**src/rtl/conv_seq_pkg.sv**
```systemverilog
// Shared types and layer-size helpers for the conv layer sequencer.
package conv_seq_pkg;

    typedef enum logic [2:0] {
        S_IDLE,
        S_LOAD_W,
        S_LOAD_B,
        S_LOAD_I,
        S_START,
        S_RUN,
        S_FINISH
    } seq_state_e;

    function automatic int n_w(input int ic, input int oc, input int k);
        return oc * ic * k * k;
    endfunction

    function automatic int n_i(input int ic, input int h, input int w);
        return ic * h * w;
    endfunction

    function automatic int n_o(input int oc, input int h, input int w, input int k);
        return oc * (h - k + 1) * (w - k + 1);
    endfunction

    // Keeps a one-entry memory at a usable 1-bit address.
    function automatic int addr_w(input int n);
        return (n > 1) ? $clog2(n) : 1;
    endfunction

    function automatic int max3(input int a, input int b, input int c);
        int m;
        m = (a > b) ? a : b;
        return (m > c) ? m : c;
    endfunction

endpackage

```
**src/rtl/conv_seq_load_ctr.sv**
```systemverilog
// Beat counter shared by all load phases: reloadable terminal count,
// increments on each accepted beat, flags the final beat of the phase.
module conv_seq_load_ctr #(
    parameter int CW = 8
) (
    input  logic          clk_i,
    input  logic          rstn_i,
    input  logic          load_i,
    input  logic [CW-1:0] tc_i,
    input  logic          inc_i,
    output logic [CW-1:0] cnt_o,
    output logic          last_o
);

    logic [CW-1:0] cnt_q, cnt_d;
    logic [CW-1:0] tc_q,  tc_d;

    always_comb begin
        cnt_d = cnt_q;
        tc_d  = tc_q;
        if (load_i) begin
            cnt_d = '0;
            tc_d  = tc_i;
        end else if (inc_i) begin
            cnt_d = cnt_q + 1'b1;
        end
    end

    always_ff @(posedge clk_i or negedge rstn_i) begin
        if (!rstn_i) begin
            cnt_q <= '0;
            tc_q  <= '0;
        end else begin
            cnt_q <= cnt_d;
            tc_q  <= tc_d;
        end
    end

    assign cnt_o  = cnt_q;
    assign last_o = (cnt_q == tc_q);

endmodule

```
**src/rtl/conv_layer_sequencer.sv**
```systemverilog
// Runs one conv layer per command: loads weights/bias/input into the core, starts it,
// forwards and counts results. Optional RUN watchdog enabled by CONV_SEQ_WATCHDOG_EN.
module conv_layer_sequencer
    import conv_seq_pkg::*;
#(
    parameter int INPUT_CHANNELS  = 64,
    parameter int OUTPUT_CHANNELS = 128,
    parameter int KERNEL_SIZE     = 3,
    parameter int INPUT_WIDTH     = 30,
    parameter int INPUT_HEIGHT    = 30
`ifdef CONV_SEQ_WATCHDOG_EN
    ,
    parameter int TIMEOUT_CYCLES  = 2**24
`endif
) (
    input  logic        clk_i,
    input  logic        rstn_i,
    input  logic        cmd_valid_i,
    output logic        cmd_ready_o,
    input  logic        cmd_reload_i,
    input  logic [31:0] s_data_i,
    input  logic        s_valid_i,
    output logic        s_ready_o,
    output logic [7:0]  weight_data_in_o,
    output logic        weight_we_o,
    output logic [addr_w(n_w(INPUT_CHANNELS, OUTPUT_CHANNELS, KERNEL_SIZE))-1:0] weight_addr_o,
    output logic [31:0] bias_data_in_o,
    output logic        bias_we_o,
    output logic [addr_w(OUTPUT_CHANNELS)-1:0] bias_addr_o,
    output logic [7:0]  input_data_in_o,
    output logic        input_we_o,
    output logic [addr_w(n_i(INPUT_CHANNELS, INPUT_HEIGHT, INPUT_WIDTH))-1:0] input_addr_o,
    output logic        start_o,
    input  logic        done_i,
    input  logic [7:0]  conv_result_i,
    input  logic        conv_valid_i,
    output logic [7:0]  m_data_o,
    output logic        m_valid_o,
    output logic        m_last_o,
    output logic        busy_o,
    output logic        layer_done_o,
    output logic        count_err_o,
    output logic        timeout_err_o
);

    localparam int N_W  = n_w(INPUT_CHANNELS, OUTPUT_CHANNELS, KERNEL_SIZE);
    localparam int N_B  = OUTPUT_CHANNELS;
    localparam int N_I  = n_i(INPUT_CHANNELS, INPUT_HEIGHT, INPUT_WIDTH);
    localparam int N_O  = n_o(OUTPUT_CHANNELS, INPUT_HEIGHT, INPUT_WIDTH, KERNEL_SIZE);
    localparam int AW_W = addr_w(N_W);
    localparam int AW_B = addr_w(N_B);
    localparam int AW_I = addr_w(N_I);
    localparam int CW   = addr_w(max3(N_W, N_B, N_I));
    localparam int OW   = $clog2(N_O + 1);

    localparam logic [CW-1:0] TC_W     = CW'(N_W - 1);
    localparam logic [CW-1:0] TC_B     = CW'(N_B - 1);
    localparam logic [CW-1:0] TC_I     = CW'(N_I - 1);
    localparam logic [OW-1:0] OUT_FULL = OW'(N_O);
    localparam logic [OW-1:0] OUT_LAST = OW'(N_O - 1);

    seq_state_e      state_q;
    logic            params_valid_q;
    logic [OW-1:0]   out_cnt_q, out_cnt_d;
    logic            count_err_q;
    logic            w_we_q, b_we_q, i_we_q;
    logic [AW_W-1:0] w_addr_q;
    logic [AW_B-1:0] b_addr_q;
    logic [AW_I-1:0] i_addr_q;
    logic [7:0]      w_data_q, i_data_q;
    logic [31:0]     b_data_q;
    logic            start_q, m_valid_q, m_last_q, layer_done_q;
    logic [7:0]      m_data_q;

    logic            ld_load, ld_inc, ld_last;
    logic [CW-1:0]   ld_tc, ld_cnt;
    logic            go_w;

    assign go_w = cmd_reload_i || !params_valid_q;

    always_comb begin
        ld_load = 1'b0;
        ld_inc  = 1'b0;
        ld_tc   = TC_I;
        case (state_q)
            S_IDLE: begin
                if (cmd_valid_i) begin
                    ld_load = 1'b1;
                    ld_tc   = go_w ? TC_W : TC_I;
                end
            end
            S_LOAD_W: begin
                if (s_valid_i) begin
                    ld_load = ld_last;
                    ld_inc  = !ld_last;
                    ld_tc   = TC_B;
                end
            end
            S_LOAD_B: begin
                if (s_valid_i) begin
                    ld_load = ld_last;
                    ld_inc  = !ld_last;
                end
            end
            S_LOAD_I: ld_inc = s_valid_i && !ld_last;
            default: ;
        endcase
    end

    conv_seq_load_ctr #(.CW(CW)) u_load_ctr (
        .clk_i  (clk_i),
        .rstn_i (rstn_i),
        .load_i (ld_load),
        .tc_i   (ld_tc),
        .inc_i  (ld_inc),
        .cnt_o  (ld_cnt),
        .last_o (ld_last)
    );

    // Saturates so results beyond the expected count cannot wrap back to a match.
    assign out_cnt_d = (conv_valid_i && out_cnt_q != OUT_FULL) ? out_cnt_q + 1'b1 : out_cnt_q;

`ifdef CONV_SEQ_WATCHDOG_EN
    localparam int WDW = $clog2(TIMEOUT_CYCLES + 1);
    // Trip value puts layer_done exactly TIMEOUT_CYCLES after the last result.
    localparam logic [WDW-1:0] WD_LIMIT = WDW'((TIMEOUT_CYCLES > 1) ? TIMEOUT_CYCLES - 2 : 0);
    logic [WDW-1:0] wd_q;
    logic           timeout_err_q;
    assign timeout_err_o = timeout_err_q;
`else
    assign timeout_err_o = 1'b0;
`endif

    always_ff @(posedge clk_i or negedge rstn_i) begin
        if (!rstn_i) begin
            state_q        <= S_IDLE;
            params_valid_q <= 1'b0;
            out_cnt_q      <= '0;
            count_err_q    <= 1'b0;
            w_we_q         <= 1'b0;
            b_we_q         <= 1'b0;
            i_we_q         <= 1'b0;
            w_addr_q       <= '0;
            b_addr_q       <= '0;
            i_addr_q       <= '0;
            w_data_q       <= '0;
            b_data_q       <= '0;
            i_data_q       <= '0;
            start_q        <= 1'b0;
            m_valid_q      <= 1'b0;
            m_last_q       <= 1'b0;
            m_data_q       <= '0;
            layer_done_q   <= 1'b0;
`ifdef CONV_SEQ_WATCHDOG_EN
            wd_q           <= '0;
            timeout_err_q  <= 1'b0;
`endif
        end else begin
            w_we_q       <= 1'b0;
            b_we_q       <= 1'b0;
            i_we_q       <= 1'b0;
            start_q      <= 1'b0;
            m_valid_q    <= 1'b0;
            m_last_q     <= 1'b0;
            layer_done_q <= 1'b0;
            case (state_q)
                S_IDLE: begin
                    if (cmd_valid_i) begin
                        count_err_q <= 1'b0;
`ifdef CONV_SEQ_WATCHDOG_EN
                        timeout_err_q <= 1'b0;
`endif
                        state_q <= go_w ? S_LOAD_W : S_LOAD_I;
                    end
                end
                S_LOAD_W: begin
                    if (s_valid_i) begin
                        w_we_q   <= 1'b1;
                        w_addr_q <= ld_cnt[AW_W-1:0];
                        w_data_q <= s_data_i[7:0];
                        if (ld_last) state_q <= S_LOAD_B;
                    end
                end
                S_LOAD_B: begin
                    if (s_valid_i) begin
                        b_we_q   <= 1'b1;
                        b_addr_q <= ld_cnt[AW_B-1:0];
                        b_data_q <= s_data_i;
                        if (ld_last) begin
                            params_valid_q <= 1'b1;
                            state_q        <= S_LOAD_I;
                        end
                    end
                end
                S_LOAD_I: begin
                    if (s_valid_i) begin
                        i_we_q   <= 1'b1;
                        i_addr_q <= ld_cnt[AW_I-1:0];
                        i_data_q <= s_data_i[7:0];
                        if (ld_last) state_q <= S_START;
                    end
                end
                S_START: begin
                    start_q   <= 1'b1;
                    out_cnt_q <= '0;
`ifdef CONV_SEQ_WATCHDOG_EN
                    wd_q      <= '0;
`endif
                    state_q   <= S_RUN;
                end
                S_RUN: begin
                    if (conv_valid_i) begin
                        m_valid_q <= 1'b1;
                        m_data_q  <= conv_result_i;
                        m_last_q  <= (out_cnt_q == OUT_LAST);
                        if (out_cnt_q == OUT_FULL) count_err_q <= 1'b1;
                    end
                    out_cnt_q <= out_cnt_d;
`ifdef CONV_SEQ_WATCHDOG_EN
                    wd_q <= conv_valid_i ? '0 : wd_q + 1'b1;
`endif
                    if (done_i) begin
                        if (out_cnt_d != OUT_FULL) count_err_q <= 1'b1;
                        state_q <= S_FINISH;
                    end
`ifdef CONV_SEQ_WATCHDOG_EN
                    else if (!conv_valid_i && wd_q == WD_LIMIT) begin
                        timeout_err_q <= 1'b1;
                        layer_done_q  <= 1'b1;
                        state_q       <= S_IDLE;
                    end
`endif
                end
                S_FINISH: begin
                    if (!done_i) begin
                        layer_done_q <= 1'b1;
                        state_q      <= S_IDLE;
                    end
                end
                default: state_q <= S_IDLE;
            endcase
        end
    end

    assign cmd_ready_o      = (state_q == S_IDLE);
    assign s_ready_o        = (state_q == S_LOAD_W) || (state_q == S_LOAD_B) || (state_q == S_LOAD_I);
    assign busy_o           = (state_q != S_IDLE);
    assign weight_we_o      = w_we_q;
    assign weight_addr_o    = w_addr_q;
    assign weight_data_in_o = w_data_q;
    assign bias_we_o        = b_we_q;
    assign bias_addr_o      = b_addr_q;
    assign bias_data_in_o   = b_data_q;
    assign input_we_o       = i_we_q;
    assign input_addr_o     = i_addr_q;
    assign input_data_in_o  = i_data_q;
    assign start_o          = start_q;
    assign m_valid_o        = m_valid_q;
    assign m_data_o         = m_data_q;
    assign m_last_o         = m_last_q;
    assign layer_done_o     = layer_done_q;
    assign count_err_o      = count_err_q;

endmodule

```
**config.mk**
```make
export PLATFORM = sky130hd
export DESIGN_NAME = conv_layer_sequencer
export DESIGN_NICKNAME = d
export VERILOG_FILES = /design/src/rtl/conv_seq_pkg.sv /design/src/rtl/conv_seq_load_ctr.sv /design/src/rtl/conv_layer_sequencer.sv
export SDC_FILE = /design/constraint.sdc
export NUM_CORES = 1
export LEC_CHECK = 0
export ABC_CLOCK_PERIOD_IN_PS = 2990
export BUFFER_PORTS_ARGS = -buffer_cell sky130_fd_sc_hd__buf_2
export CORE_UTILIZATION = 54
export CTS_CLUSTER_DIAMETER = 50
export DETAILED_ROUTE_END_ITERATION = 12
export PLACE_DENSITY = 0.8
export SYNTH_ARGS = -nofsm -noshare
export SYNTH_HDL_FRONTEND = slang
export SYNTH_SLANG_ARGS = --single-unit
```
**constraint.sdc**
```tcl
create_clock -name clk_i -period 2.99 [get_ports clk_i]
set_input_delay 0.598 -clock clk_i [delete_from_list [all_inputs] [get_ports clk_i]]
set_output_delay 0.598 -clock clk_i [all_outputs]
set_load 0.02 [all_outputs]
```
==> results by stage <==
Synth:
- The number of synthesized register bits is 146.
- Yosys printed 0 warnings.
- In this run, synthesis inferred 0 flip-flops with an integrated enable.
- In this run the cell area of the synthesized design comes to 6610 um^2.
- The primary flip-flop cell chosen by synthesis mapping is sky130_fd_sc_hd__dfrtp_1.
- A synthesized cell averages 11.0 um^2.
- The post-synthesis instance total is 602.
- For this run, asynchronously set or reset flops after synthesis account for 100%.
- The number of nets produced by synthesis is 652.
- By area the synthesized netlist is led by sky130_fd_sc_hd__dfrtp_1 (55%), sky130_fd_sc_hd__mux2_2 (12%), sky130_fd_sc_hd__nand2_1 (6.1%).
- The number of distinct library cells after synthesis is 63.
- Summed over its instances, the top area cell type makes up 55.3% of the synthesized netlist area.
- The proportion of synthesized chip area in sequential cells is 55.3%.
- The biggest area contributor in the post-synthesis netlist is sky130_fd_sc_hd__dfrtp_1.

CTS:
- The cell at the root of the clock tree is sky130_fd_sc_hd__clkbuf_16.
- Once the clock tree was built, the resizer swapped 0 gates to a different size.
- After clock tree synthesis, the clock-pin slew on the worst setup and hold paths is 0.06 ns.
- Post-CTS timing repair inserted 0 buffers for setup.
- The source-to-sink clock delay at the later pin of the worst-skew pair is 0.42 ns.
- The number of clock buffers added by TritonCTS is 17.
- The TritonCTS clock tree is yes.
- The number of sinks handled by clock tree synthesis is 146.
- The depth of the CTS H-tree is 4.
- The maximum clock insertion buffer count is 2.
- The number of hold buffers added after cts is 0.

Timing:
- The total negative slack is 0 ns.
- For the pin with the worst max-slew slack, the measured transition is 0.813 ns.
- Headroom to the max-slew limit came out at 45.8%.
- The final critical-path required period is 2.43 ns.
- The highest attainable clock frequency is 411 MHz.
- Setup repair after global routing left no endpoint under its margin.
- The max-slew violation total from the final report is 0.
- The setup-violating endpoint count in the final report is 0.
- Setup slack closes at 0.556 ns.
- The number of hold violations in the final report is 0.
- The worst path uses 81.4% of the clock period.
- The largest clock skew in the final design is 0.00553 ns.

Finish:
- The library cell used most frequently in the layout, excluding fill and tap cells, is sky130_fd_sc_hd__buf_2.
- The relative area change from synthesis to final layout is 22.6%.
- The area of all sequential standard cells is 3650 um^2.
- Leaving out fill and tap cells, the most frequent cells in the layout are sky130_fd_sc_hd__buf_2 (152), sky130_fd_sc_hd__dfrtp_1 (146), sky130_fd_sc_hd__nand2_1 (108).
- Excluding fillers, the count of instances in the completed layout stands at 906.
- At the end of the flow, the number of nets in the layout was 796.
- The fill cell total of the finished layout is 881.
- Once layout is done, the placed cells without fillers occupy 8100 um^2.
- The number of antenna diodes is 0.
- The proportion of layout cells with a drive suffix above 1 is 38.2%.
- In the final layout, the multi-input gates occupy 2730 um^2.

Routing:
- The count of unresolved DRC violations after routing is 0.
- For this block, the initial DRC count from the detailed router was 228.
- Before antenna repair, the detailed router went through 5 iterations.
- Using the TritonRoute via totals, the vias-per-cell ratio works out to 5.56.
- Once detail routing completed, the nets flagged for antenna violations numbered 0.
- Dividing the detail-routed wire length by the instance count gives 16.3 um.
- The final layout contains routed wiring with a total length of 14700 um.
- The total number of vias is 5039.

Setup path:
- The end point of the critical path is u_load_ctr.tc_q[7].
- The reg-to-reg startpoint is u_load_ctr.cnt_o[8].
- Data on the critical path arrives at its endpoint at 2.78 ns.
- Counting cells, the worst reg-to-reg path comes to 7.
- The launch point of the critical path is u_load_ctr.cnt_o[8].
- The longest individual stage delay on the worst path is 0.47 ns.
- Walking the worst path, the cells encountered are nor4_1 -> nand2_1 -> a221o_1 -> o21ai_2 -> buf_4 -> nor2_1 -> a21oi_1.
- The worst register-to-register path has a setup slack of 0.56 ns.
- The type of the setup path with the least slack is register to register.
- Broken down by cell family, the worst path's largest delay share belongs to compound AO/OA/AOI/OAI gates.
- Along the worst path, the maximum fanout reaches 13.
- The critical path's slowest cell is sky130_fd_sc_hd__a221o_1.
- The number of cells on the critical path is 7.
- The buffers plus inverters on the worst setup path is 1.
- The worst setup path is launched from a register.
- The element type at the critical path end is a register.
- The required time at the endpoint of the critical path is 3.33 ns.
- The critical register-to-register path endpoint is u_load_ctr.tc_q[7].

Floorplan:
- The die covers 12700 um^2.
- The core region is 12000 um^2.
- For this design the top-level I/O count stands at 155.
- The row count is 40.
- The initial utilization of the core area, before any placement, comes to 55.2%.
- The die is 113 um tall.
- The horizontal die dimension is 113 um.

Run status:
- The run finished with clean final reports.

Place:
- Once placement completed, the tool counted placed cells totaling 874.
- Before CTS, the worst setup slack after placement is 0.667 ns.
- At the end of routability-driven placement, the weighted congestion stood at 0.895.
- The instance area after placement is 7460 um^2.
- The number of buffers added on ports is 153.
- The total half-perimeter wirelength after legalization and detailed placement is 10100 um.

Global route:
- Entering global routing, the biggest net connects 82 pins.
- The initial antenna violation count came to 0.
- The wire length of the first global-routing pass is 24200 um.
- Global routing used 24.5% of the available tracks across all layers.
- The number of global-route vias before repair is 5007.
- The final global-route overflow total is 0.

Power and ir drop:
- Dividing total power by cell area gives a power density of 881 nW/um^2.
- The static power due to leakage is 4.10 nW.
- Across the VDD grid, the largest voltage drop is 618 uV.

Worst hold path:
- In this run the worst hold path is classified as input port to asynchronous set/reset pin.

Flow run:
- Across the run, the number of max-cap violations was 0.
[where the power goes]
part | internal (mW) | switching (mW)
logic | 0.810 | 1.26
clock network | 1.44 | 0.812
registers | 2.48 | 0.332
total | 4.73 | 2.41
[cell type report]
| type | count | area share, % |
|---|---|---|
| clock buffer | 19 | 5.59 |
| multi-input combinational | 407 | 33.7 |
| tap | 147 | 2.27 |
| clock inverter | 13 | 2.24 |
| timing repair buffer | 163 | 10.6 |
| sequential | 146 | 45.1 |
| inverter | 11 | 0.510 |
[state kept, by name (all words and copies together) (netlist names), 3 cells and up]
name,count
weight_addr_o,17
u_load_ctr.cnt_o,17
input_data_in_o,8
u_load_ctr.tc_q,4
weight_data_in_o,8
input_addr_o,16
bias_addr_o,7
out_cnt_q,17
bias_data_in_o,32
m_data_o,8
state_q,3
[worst min-delay path by stage]
stage | from | to | slack [ns] | cells past startpoint
floorplan | rstn_i | bias_addr_o[0] | 0.30 | 0
global placement | params_valid_q | params_valid_q | 0.44 | 1
detailed placement | params_valid_q | params_valid_q | 0.45 | 1
CTS | rstn_i | m_data_o[5] | 0.23 | 1
global route | rstn_i | m_data_o[5] | 0.26 | 1
finish | rstn_i | m_valid_o | 0.21 | 1
[cell families (layout without fill, tap and decap cells)]
logic type / count (synthesis) / count (layout) / synth area share [%]
compound gates: 63 / 63 / 6.34
xor+xnor: 21 / 21 / 2.78
fa+ha+maj: 3 / 3 / 0.568
buf+inv: 49 / 206 / 3.56
flops: 146 / 146 / 55.3
mux: 81 / 81 / 13.7
other cells: 1 / 1 / 0.0568
simple gates: 238 / 238 / 17.7
[per-layer routing]
layer | global-route usage, % | wire length (um)
met1 | 30.8 | 6270
met2 | 40.8 | 7330
met3 | 5.45 | 839
met4 | 11.0 | 291
met5 | 0 | 0
[stage by stage]
step	hold WS (ns)	utilization, %	total power [mW]
after floorplan	0.302	-	4.15
after CTS	0.230	67.7	7.18
after global routing	0.262	67.7	7.45
after global placement	0.445	62.4	4.84
final	0.208	67.7	7.13
after detailed placement	0.445	62.4	4.90
[Yosys cell counts, drive strengths merged, types with 6 or more instances]
cell type,number
nand2,110
o22ai,6
nand3,12
nor4,13
nand4,12
clkbuf,13
dfrtp,146
o21ai,28
xnor2,19
nor3,14
a21oi,13
mux2,74
inv,11
mux2i,7
nor2b,6
buf,25
nor2,39
[worst register-to-register path, delay by kind of cell, from the launching register on]
family,cells,cell delay [ns]
AOI/OAI and AO/OA,3,0.98
buffers and inverters,1,0.28
DFF,1,0.46
and+or+nand+nor,3,0.66
Power figures use the tool's default switching activity.
